**config.mk**
```make
export PLATFORM = sky130hd
export DESIGN_NAME = rr_stream_mux
export DESIGN_NICKNAME = d
export VERILOG_FILES = /design/src/rtl/rr_stream_mux.sv
export SDC_FILE = /design/constraint.sdc
export NUM_CORES = 1
export LEC_CHECK = 0
export CORE_AREA = 2 2 55 108
export CTS_CLUSTER_DIAMETER = 200
export DETAILED_ROUTE_END_ITERATION = 6
export DIE_AREA = 0 0 57 110
export PLACE_DENSITY_LB_ADDON = 0.3
export SYNTH_ARGS = -nofsm -noshare
export SYNTH_HDL_FRONTEND = slang
export SYNTH_SLANG_ARGS = --single-unit
```
**constraint.sdc**
```tcl
create_clock -name clk -period 5.4 [get_ports clk]
set_input_delay 1.08 -clock clk [delete_from_list [all_inputs] [get_ports clk]]
set_output_delay 1.08 -clock clk [all_outputs]
set_load 0.005 [all_outputs]
```
**src/rtl/rr_stream_mux.sv**
```systemverilog
// N-to-1 stream mux with round-robin arbitration; 1-cycle latency, full throughput, holds output under backpressure.
// Define RR_STREAM_MUX_FIXED_PRIO_EN to replace round-robin with fixed lowest-index-wins priority.
module rr_stream_mux #(
  parameter int N = 8,
  parameter int W = 8
) (
  input  logic                                clk,
  input  logic                                rst,
  input  logic [N*W-1:0]                      in_data,
  input  logic [N-1:0]                        in_valid,
  output logic [N-1:0]                        in_ready,
  output logic [W-1:0]                        out_data,
  output logic                                out_valid,
  input  logic                                out_ready,
  output logic [((N > 1) ? $clog2(N) : 1)-1:0] out_ch
);

  localparam int CW = (N > 1) ? $clog2(N) : 1;

  logic          load_en;
  logic          found;
  logic [CW-1:0] gnt_idx;
  int            idx;

  logic [W-1:0]  out_data_q, out_data_d;
  logic          out_valid_q, out_valid_d;
  logic [CW-1:0] out_ch_q, out_ch_d;
`ifndef RR_STREAM_MUX_FIXED_PRIO_EN
  logic [CW-1:0] ptr_q, ptr_d;
`endif

  assign load_en = !out_valid_q || out_ready;

  // Search order starts at ptr and wraps; fixed-priority build always starts at 0.
  always_comb begin
    found   = 1'b0;
    gnt_idx = '0;
    idx     = 0;
    for (int i = 0; i < N; i++) begin
`ifdef RR_STREAM_MUX_FIXED_PRIO_EN
      idx = i;
`else
      idx = int'(ptr_q) + i;
      if (idx >= N) idx = idx - N;
`endif
      if (!found && in_valid[CW'(idx)]) begin
        found   = 1'b1;
        gnt_idx = CW'(idx);
      end
    end
  end

  assign in_ready = (load_en && !rst && found) ? (N'(1) << gnt_idx) : '0;

  always_comb begin
    out_data_d  = out_data_q;
    out_valid_d = out_valid_q;
    out_ch_d    = out_ch_q;
`ifndef RR_STREAM_MUX_FIXED_PRIO_EN
    ptr_d       = ptr_q;
`endif
    if (load_en) begin
      if (found) begin
        out_data_d  = in_data[gnt_idx*W +: W];
        out_valid_d = 1'b1;
        out_ch_d    = gnt_idx;
`ifndef RR_STREAM_MUX_FIXED_PRIO_EN
        ptr_d       = (gnt_idx == CW'(N-1)) ? '0 : gnt_idx + CW'(1);
`endif
      end else begin
        out_valid_d = 1'b0;
      end
    end
  end

  always_ff @(posedge clk) begin
    if (rst) begin
      out_data_q  <= '0;
      out_valid_q <= 1'b0;
      out_ch_q    <= '0;
`ifndef RR_STREAM_MUX_FIXED_PRIO_EN
      ptr_q       <= '0;
`endif
    end else begin
      out_data_q  <= out_data_d;
      out_valid_q <= out_valid_d;
      out_ch_q    <= out_ch_d;
`ifndef RR_STREAM_MUX_FIXED_PRIO_EN
      ptr_q       <= ptr_d;
`endif
    end
  end

  assign out_data  = out_data_q;
  assign out_valid = out_valid_q;
  assign out_ch    = out_ch_q;

endmodule

```
==> results.yml, run 1 <==
logic_synthesis:
  ys_seq_area_share_pct: 12.9
  syn_inst: 263
  ys_top_cells_by_area: "mux4_2, dfxtp_1, mux2i_1"
  synth_nets: 340
  synth_top_flop_cell: "dfxtp_1"
  synth_top_cell_by_area: "mux4_2"
  synth_cell_types: 58
  postSynth.asyncResetShare_pct: 0
  synth-edff-count: 0
  yosysWarnings: 0
  synth_area_sq_um: 2330
  synth-seq-cells: 15
  synth.avg_cell_area_sq_um: 8.84
  synth_top_area_share_pct: 13.6
grt:
  grt_pass1_wl_um: 12400
  antenna_found_initial: 0
  grt_start_max_net_pins: 21
  grt_overflow: 0
  grt_use_total_pct: 25.1
  grt_pass1_vias: 2615
place:
  portBuffers: 94
  dp_cells: 419
  dp_hpwl_um: 6430
  dp_slack_ns: 0.0375
  gp_congestion: 0.875
  placedInstanceArea_sq_um: 3380
layout:
  post-route-util_pct: 64.0
  nNetsFinal: 443
  drive_gt1_share_pct: 16.4
  fin_area_sq_um: 3470
  regArea_sq_um: 300
  multi_input_area_sq_um: 1870
  final_cells: 425
  syn_to_final_growth_pct: 49.2
  fillers: 488
  num_antenna_cells: 0
clocking:
  clockRootBuffer: "clkbuf_8"
  htreeDepth: 1
  clk_latency_ns: 0.25
  cts.sinks: 15
  cts_made_buffers: 3
  cts_tree: "done"
  clk_pin_slew_ns: 0.06
  cts_buffer_depth: 2
  cts_hold_buf: 0
timing:
  grt_setup_unrepaired: "no"
  setup_ws_ns: 0.237
  finalCriticalPeriod_ns: 5.16
  hold_ws_ns: 0.492
  setup_tns_ns: 0
  worst_slew_pin_slew_ns: 0.600
  maxSlewHeadroom_pct: 60.0
  post-route-period-util_pct: 95.6
  clock_skew_ns: 0.000784
  report.final.slew_viol_count: 0
  fmax_ghz: 0.194
  setup_viol: 0
  hold_violations: 0
route:
  avgViaCountPerCell: 6.22
  wl_um: 7830
  firstDrtPassIters: 4
  postRouteAntennaNets: 0
  route.detailed.drc: 0
  vias: 2642
  routedWlPerCell_um: 18.4
  first_iter_violations: 126
setup_path:
  cp.required_ns: 4.32
  start_kind: "flip-flop"
  cp_max_fo: 11
  cp-end-kind: "output pin"
  worstSetupPathType: "reg2out"
  crit_arrival_ns: 4.08
  cpPeakStageDelay_ns: 0.70
  cp_slowest_cell: "ha_1"
  path_cells: "inv_1 -> ha_1 -> mux4_2 -> mux2i_1 -> o21a_1 -> o21ai_1 -> a22oi_2 -> o221a_1 -> nor2_4 -> nor3b_1 -> clkdlybuf4s50_1"
floorplan:
  die_x_um: 57
  core.rowCount: 38
  fp.coreArea_sq_um: 5420
  die_height_um: 110
  start_util_pct: 42.9
  die_area_sq_um: 6270
  num_io_pins: 95
power:
  p_leak_nw: 1.38
  irDropWorstVdd_mv: 0.376
  finalPower_mw: 2.08
  power-per-cell-area_nw_per_um2: 601
hold_path:
  min_path_type: "reg2reg"
job:
  maxCapViolCount: 0
status:
  status: "completed"
[layout make-up]
| type | instances | area share (%) |
|---|---|---|
| multi-input combinational | 217 | 53.8 |
| timing repair buffer | 119 | 33.0 |
| sequential | 15 | 8.65 |
| tap | 60 | 2.16 |
| clock buffer | 3 | 1.19 |
| inverter | 10 | 1.08 |
| clock inverter | 1 | 0.144 |
[repair_timing]
item / in CTS / in global routing
endpoints found under the setup margin: 1 / 8
setup buffers: 0 / 2
resized for setup: 1 / 10
[Yosys cell counts, types with 3 or more instances]
master	count
a211oi_1	4
a21oi_1	5
a221o_1	8
a22oi_1	4
and2_1	3
and3b_1	8
buf_2	5
buf_6	4
clkbuf_1	6
dfxtp_1	15
inv_1	9
mux2i_1	22
mux4_1	4
mux4_2	14
nand2_1	15
nand2b_1	3
nand3_1	24
nand4_1	8
nor2_1	18
nor2b_1	5
nor3_1	3
o211ai_1	10
o21a_1	3
o21ai_0	18
[flip-flops by register name, summed over array words and instances (netlist names)]
signal / count
out_data: 8
out_ch: 3
ptr_q: 3
out_valid: 1
[cells in the final DEF, fill, tap and decap left out, drive strengths merged, types with 8 or more instances in the layout]
master,instances
dfxtp,15
inv,9
clkdlybuf4s50,86
o21ai,21
a221o,8
nand2,15
o211ai,10
mux2i,22
nor2,20
mux4,18
nand4,9
buf,25
and3b,8
nand3,24
[layer usage]
layer	track usage [%]	vias up	wire (um)
li1	-	1245	-
met1	23.9	1245	2530
met2	51.5	129	4550
met3	2.68	23	443
met4	11.3	0	312
met5	0	-	0
[report_power, final]
part / total, mW / switching (mW) / internal [mW]
Sequential: 0.174 / 0.0220 / 0.152
Combinational: 1.82 / 0.947 / 0.873
Clock: 0.0903 / 0.0392 / 0.0511
[critical path: cells and delay by family (launching register included)]
kind | cells | cell delay, ns
multiplexers | 2 | 1.05
AO/OA/AOI/OAI | 4 | 0.73
adder cells (fa/ha/maj) | 1 | 0.70
buffers and inverters | 2 | 0.67
AND/OR/NAND/NOR | 2 | 0.34
flip-flops | 1 | 0.33
[final timing paths]
| kind | start | slack, ns | cells after the start | to |
|---|---|---|---|---|
| max | ptr_q[1] | 0.24 | 11 | in_ready[1] |
| min | out_data[4] | 0.49 | 1 | out_data[4] |
| max reg2reg | ptr_q[1] | 1.20 | 11 | out_data[1] |
| min reg2reg | out_data[4] | 0.49 | 1 | out_data[4] |
[cell families (layout without fill, tap and decap cells)]
| group | count (synthesis) | count (layout) | share of synthesized area, % |
|---|---|---|---|
| AO/OA/AOI/OAI | 75 | 75 | 25.4 |
| XOR/XNOR | 4 | 4 | 2.64 |
| adder cells (fa/ha/maj) | 2 | 2 | 1.08 |
| buffers and inverters | 31 | 133 | 7.42 |
| flip-flops | 15 | 15 | 12.9 |
| multiplexers | 41 | 41 | 28.0 |
| AND/OR/NAND/NOR | 95 | 95 | 22.5 |
(Power assumes the default switching activity.)
==> run 2: changes to the inputs <==
==> constraint.sdc (replaced) <==
create_clock -name clk -period 5.4 [get_ports clk]
set_input_delay 0.54 -clock clk [delete_from_list [all_inputs] [get_ports clk]]
set_output_delay 0.54 -clock clk [all_outputs]
set_load 0.005 [all_outputs]
==> run 2 against run 1 <==
  * Core utilization fell by 2.7 points
  * Clock power grew 2%
  * Sequential power up 3%
  * Sequential share of layout area up 0.39 points
  * Worst setup slack improved by 0.25 ns
  * Wire length is 2.0% higher
  * Via count shrank 0.38%
  * Cell count decreased by 3.8%
  * Register-to-register slack worse by 0.06 ns
  * Critical path type unchanged
  * Largest power group unchanged
==> results.yml, run 2 (same netlist as run 1, synthesis figures left out) <==
floorplan:
  fp.coreArea_sq_um: 5420
  core.rowCount: 38
  num_io_pins: 95
  die_height_um: 110
  start_util_pct: 42.9
  die_x_um: 57
  die_area_sq_um: 6270
timing:
  clock_skew_ns: 0.00516
  fmax_ghz: 0.203
  maxSlewHeadroom_pct: 49.4
  setup_tns_ns: 0
  worst_slew_pin_slew_ns: 0.754
  hold_violations: 0
  finalCriticalPeriod_ns: 4.92
  setup_ws_ns: 0.484
  setup_viol: 0
  grt_setup_unrepaired: "no"
  hold_ws_ns: 0.489
  post-route-period-util_pct: 91.0
  report.final.slew_viol_count: 0
grt:
  antenna_found_initial: 0
  grt_pass1_vias: 2765
  grt_start_max_net_pins: 21
  grt_pass1_wl_um: 12700
  grt_use_total_pct: 25.9
  grt_overflow: 0
clocking:
  cts_hold_buf: 0
  cts.sinks: 15
  cts_resized: 0
  clk_pin_slew_ns: 0.06
  clk_latency_ns: 0.25
  cts_made_buffers: 3
  clockRootBuffer: "clkbuf_8"
  htreeDepth: 1
  post_cts_buffers: 0
  cts_buffer_depth: 2
  cts_tree: "done"
power:
  finalPower_mw: 1.96
  power_switching_uw: 974
  clkPwrFrac_pct: 4.7
  p_leak_nw: 1.24
  power-per-cell-area_nw_per_um2: 591
  internal-power_uw: 988
  irDropWorstVdd_mv: 0.414
  seqPwrFrac_pct: 9.2
  switching_share_pct: 49.7
  combPwrFrac_pct: 86.1
setup_path:
  r2r_setup_slack_ns: 1.14
  cp.required_ns: 4.86
  worstSetupPathType: "reg2out"
  start_kind: "flip-flop"
  cp_max_fo: 15
  cp-end-kind: "output pin"
  crit_arrival_ns: 4.38
  crit_start: "ptr_q[0]"
  regToRegStartpoint: "ptr_q[0]"
route:
  wl_um: 7990
  postRouteAntennaNets: 0
  routedWlPerCell_um: 19.5
  avgViaCountPerCell: 6.44
  firstDrtPassIters: 4
  route.detailed.drc: 0
  vias: 2632
  first_iter_violations: 165
layout:
  largest_reg_flops: 8
  regArea_sq_um: 300
  multi_input_area_sq_um: 1850
  drive_gt1_share_pct: 11.7
  final_cells: 409
  final_common_cell: "clkdlybuf4s50_1"
  num_antenna_cells: 0
  syn_to_final_growth_pct: 42.8
  layout_common_cells: "clkdlybuf4s50_1, nand3_1, mux2i_1, nor2_1, o21ai_0"
  fillers: 485
  nNetsFinal: 427
job:
  maxCapViolCount: 0
place:
  dp_slack_ns: 0.786
  dp_hpwl_um: 6330
  gp_congestion: 0.903
  dp_cells: 405
  portBuffers: 94
hold_path:
  min_from: "out_data[0]"
  min_path_type: "reg2reg"
status:
  status: "completed"
==> run 2: cell types whose count changed in the layout (fill, tap and decap cells not counted), sizes merged <==
| cell | delta |
|---|---|
| buf | -16 |
| clkdlybuf4s50 | +8 |
| dlymetal6s2s | -7 |
| dlygate4sd2 | -1 |
==> run 2: worst paths after layout <==
path	end	depth (start not counted)
setup / recovery	in_ready[4]	11
hold / removal	out_data[0]	1
setup reg to reg	out_data[5]	11
hold reg to reg	out_data[0]	1
==> run 2: stage by stage <==
step           cell area [sq um]  util (%)
2_1_floorplan               2330         -
5_1_grt                     3320      61.3
4_1_cts                     3320      61.3
6_report                    3320      61.3
3_3_place_gp                3270      60.4
3_5_place_dp                3270      60.4
==> run 2: layout make-up <==
type                    count  area share, %
multi-input cells         217           55.8
repair buffers            103           30.4
flip-flops and latches     15           9.04
well taps                  60           2.26
clock buffers               3           1.24
inverters                  10           1.13
clock inverters             1          0.151
==> run 2: worst max-delay path: stages, from the launching register on <==
cell	delay, ns
dfxtp_1	0.33
inv_1	0.04
buf_4	0.18
ha_1	0.71
mux4_2	0.65
mux2i_1	0.21
buf_4	0.19
o21ai_0	0.10
a211oi_1	0.50
o21ai_1	0.37
nor3_1	0.28
clkdlybuf4s50_1	0.53
==> run 2: power by group through the flow <==
stage,clock network (mW),registers [mW],logic [mW]
6_report,0.0918,0.180,1.69
5_1_grt,0.0971,0.184,1.85
4_1_cts,0.0916,0.180,1.69
3_5_place_dp,0,0.181,1.68
3_3_place_gp,0,0.181,1.65
2_1_floorplan,0,0.176,1.31
==> run 2: per-layer routing <==
layer | global-route usage, % | part of all wire [%]
met5 | 0 | 0
met2 | 48.7 | 55
met3 | 3.15 | 5.8
met4 | 18.3 | 6.4
met1 | 25.2 | 33
==> run 3: changes to the inputs <==
- CORE_AREA: 2 2 55 108 -> 2 2 97 62
- DIE_AREA: 0 0 57 110 -> 0 0 99 64
==> run 3 against run 2 <==
  * Cell count is 2.4% higher
  * Critical path depth decreased by 1
  * Clock skew down 0.0013 ns
  * Non-clock buffer count grew 1
  * Worst hold slack got worse by 0.0044 ns
  * Design area grew 0.57%
  * Largest power group unchanged
  * Highest routed layer unchanged
==> results.yml, run 3 (same netlist as run 1, synthesis figures left out) <==
route:
  postRouteAntennaNets: 0
  routedWlPerCell_um: 18.2
  highest_layer: "met4"
  route.met3.wl_um: 796
  drt-met1-wl_um: 3540
  route.detailed.drc: 0
  vias: 2575
  first_iter_violations: 222
  wl_met2_um: 3250
  wl_um: 7640
  firstDrtPassIters: 4
  avgViaCountPerCell: 6.15
power:
  combPwrFrac_pct: 86.5
  switching_share_pct: 49.7
  clkPwrFrac_pct: 4.6
  irDropWorstVdd_mv: 0.341
  seqPwrFrac_pct: 8.9
  p_leak_nw: 1.24
  power-per-cell-area_nw_per_um2: 595
  internal-power_uw: 999
  power_switching_uw: 989
floorplan:
  die_x_um: 99
  num_io_pins: 95
  core.rowCount: 21
  start_util_pct: 43.2
  die_height_um: 64
  fp.coreArea_sq_um: 5390
  die_area_sq_um: 6340
clocking:
  cts_made_buffers: 3
  cts_tree: "done"
  clk_pin_slew_ns: 0.06
  htreeDepth: 1
  cts.sinks: 15
  cts_resized: 0
  clockRootBuffer: "clkbuf_8"
  cts_buffer_depth: 2
  post_cts_buffers: 0
  cts_hold_buf: 0
  clk_latency_ns: 0.25
place:
  dp_cells: 415
  gp_congestion: 0.913
  dp_hpwl_um: 6110
  portBuffers: 94
timing:
  fmax_ghz: 0.204
  post-route-period-util_pct: 90.9
  maxSlewHeadroom_pct: 47.5
  report.final.slew_viol_count: 0
  hold_ws_ns: 0.485
  grt_setup_unrepaired: "no"
  finalCriticalPeriod_ns: 4.91
  setup_viol: 0
  hold_violations: 0
  clock_skew_ns: 0.00384
  worst_slew_pin_slew_ns: 0.782
  setup_tns_ns: 0
layout:
  num_antenna_cells: 0
  final_common_cell: "clkdlybuf4s50_1"
  nNetsFinal: 428
  largest_reg_flops: 8
  drive_gt1_share_pct: 12.0
  layout_common_cells: "clkdlybuf4s50_1, nand3_1, mux2i_1, nor2_1, o21ai_0"
  syn_to_final_growth_pct: 43.6
  final_cells: 419
  post-route-util_pct: 62.0
grt:
  antenna_found_initial: 0
  grt_pass1_vias: 2343
  grt_overflow: 0
  grt_start_max_net_pins: 21
  grt_pass1_wl_um: 12100
  grt_use_total_pct: 23.4
hold_path:
  min_path_type: "reg2reg"
setup_path:
  worstSetupPathType: "reg2out"
  cp-end-kind: "output pin"
  start_kind: "flip-flop"
  cp_max_fo: 15
  cp.required_ns: 4.86
  crit_arrival_ns: 4.37
status:
  status: "completed"
job:
  maxCapViolCount: 0
## run 3: area by class of cell
type / instances / area (sq um)
clock inverter: 1 / 5.00
inverter: 10 / 37.5
tap: 69 / 86.3
multi-input combinational: 217 / 1850
sequential: 15 / 300
fill: 475 / 2050
timing repair buffer: 104 / 1020
clock buffer: 3 / 41.3
## run 3: worst paths after layout
| kind | to | from | slack [ns] | cells past startpoint |
|---|---|---|---|---|
| setup / recovery | in_ready[5] | ptr_q[0] | 0.49 | 10 |
| hold / removal | out_data[0] | out_data[0] | 0.48 | 1 |
| setup reg to reg | out_data[2] | ptr_q[0] | 0.99 | 12 |
| hold reg to reg | out_data[0] | out_data[0] | 0.48 | 1 |
## run 3: worst max-delay path, stage by stage, from the launching register on
cell and delay, ns:
dfxtp_1 0.32, inv_1 0.04, buf_4 0.19, ha_1 0.73
mux4_2 0.66, mux2i_1 0.28, o21ai_0 0.18, a211oi_1 0.53
o21ai_1 0.38, nor3_1 0.26, clkdlybuf4s50_1 0.55
## run 3: per-stage QoR
step	power, mW	instance area [sq um]	setup WS [ns]
finish	1.99	3340	0.491
global route	2.15	3340	0.0461
CTS	1.98	3340	0.512
detailed placement	1.88	3290	0.771
global placement	1.85	3290	0.902
floorplan	1.48	2330	1.70
## run 3: power groups by stage
| stage | registers (mW) | clock network (mW) | logic, mW |
|---|---|---|---|
| 2_1_floorplan | 0.176 | 0 | 1.31 |
| 3_3_place_gp | 0.178 | 0 | 1.67 |
| 3_5_place_dp | 0.180 | 0 | 1.71 |
| 4_1_cts | 0.177 | 0.0934 | 1.71 |
| 5_1_grt | 0.182 | 0.0986 | 1.87 |
| 6_report | 0.177 | 0.0914 | 1.72 |
## run 3: routing by layer
metal | vias to the layer above | GRT usage [%]
met3 | 5 | 4.38
met2 | 134 | 34.7
met5 | - | 0
met4 | 0 | 3.60
li1 | 1218 | -
met1 | 1218 | 35.7
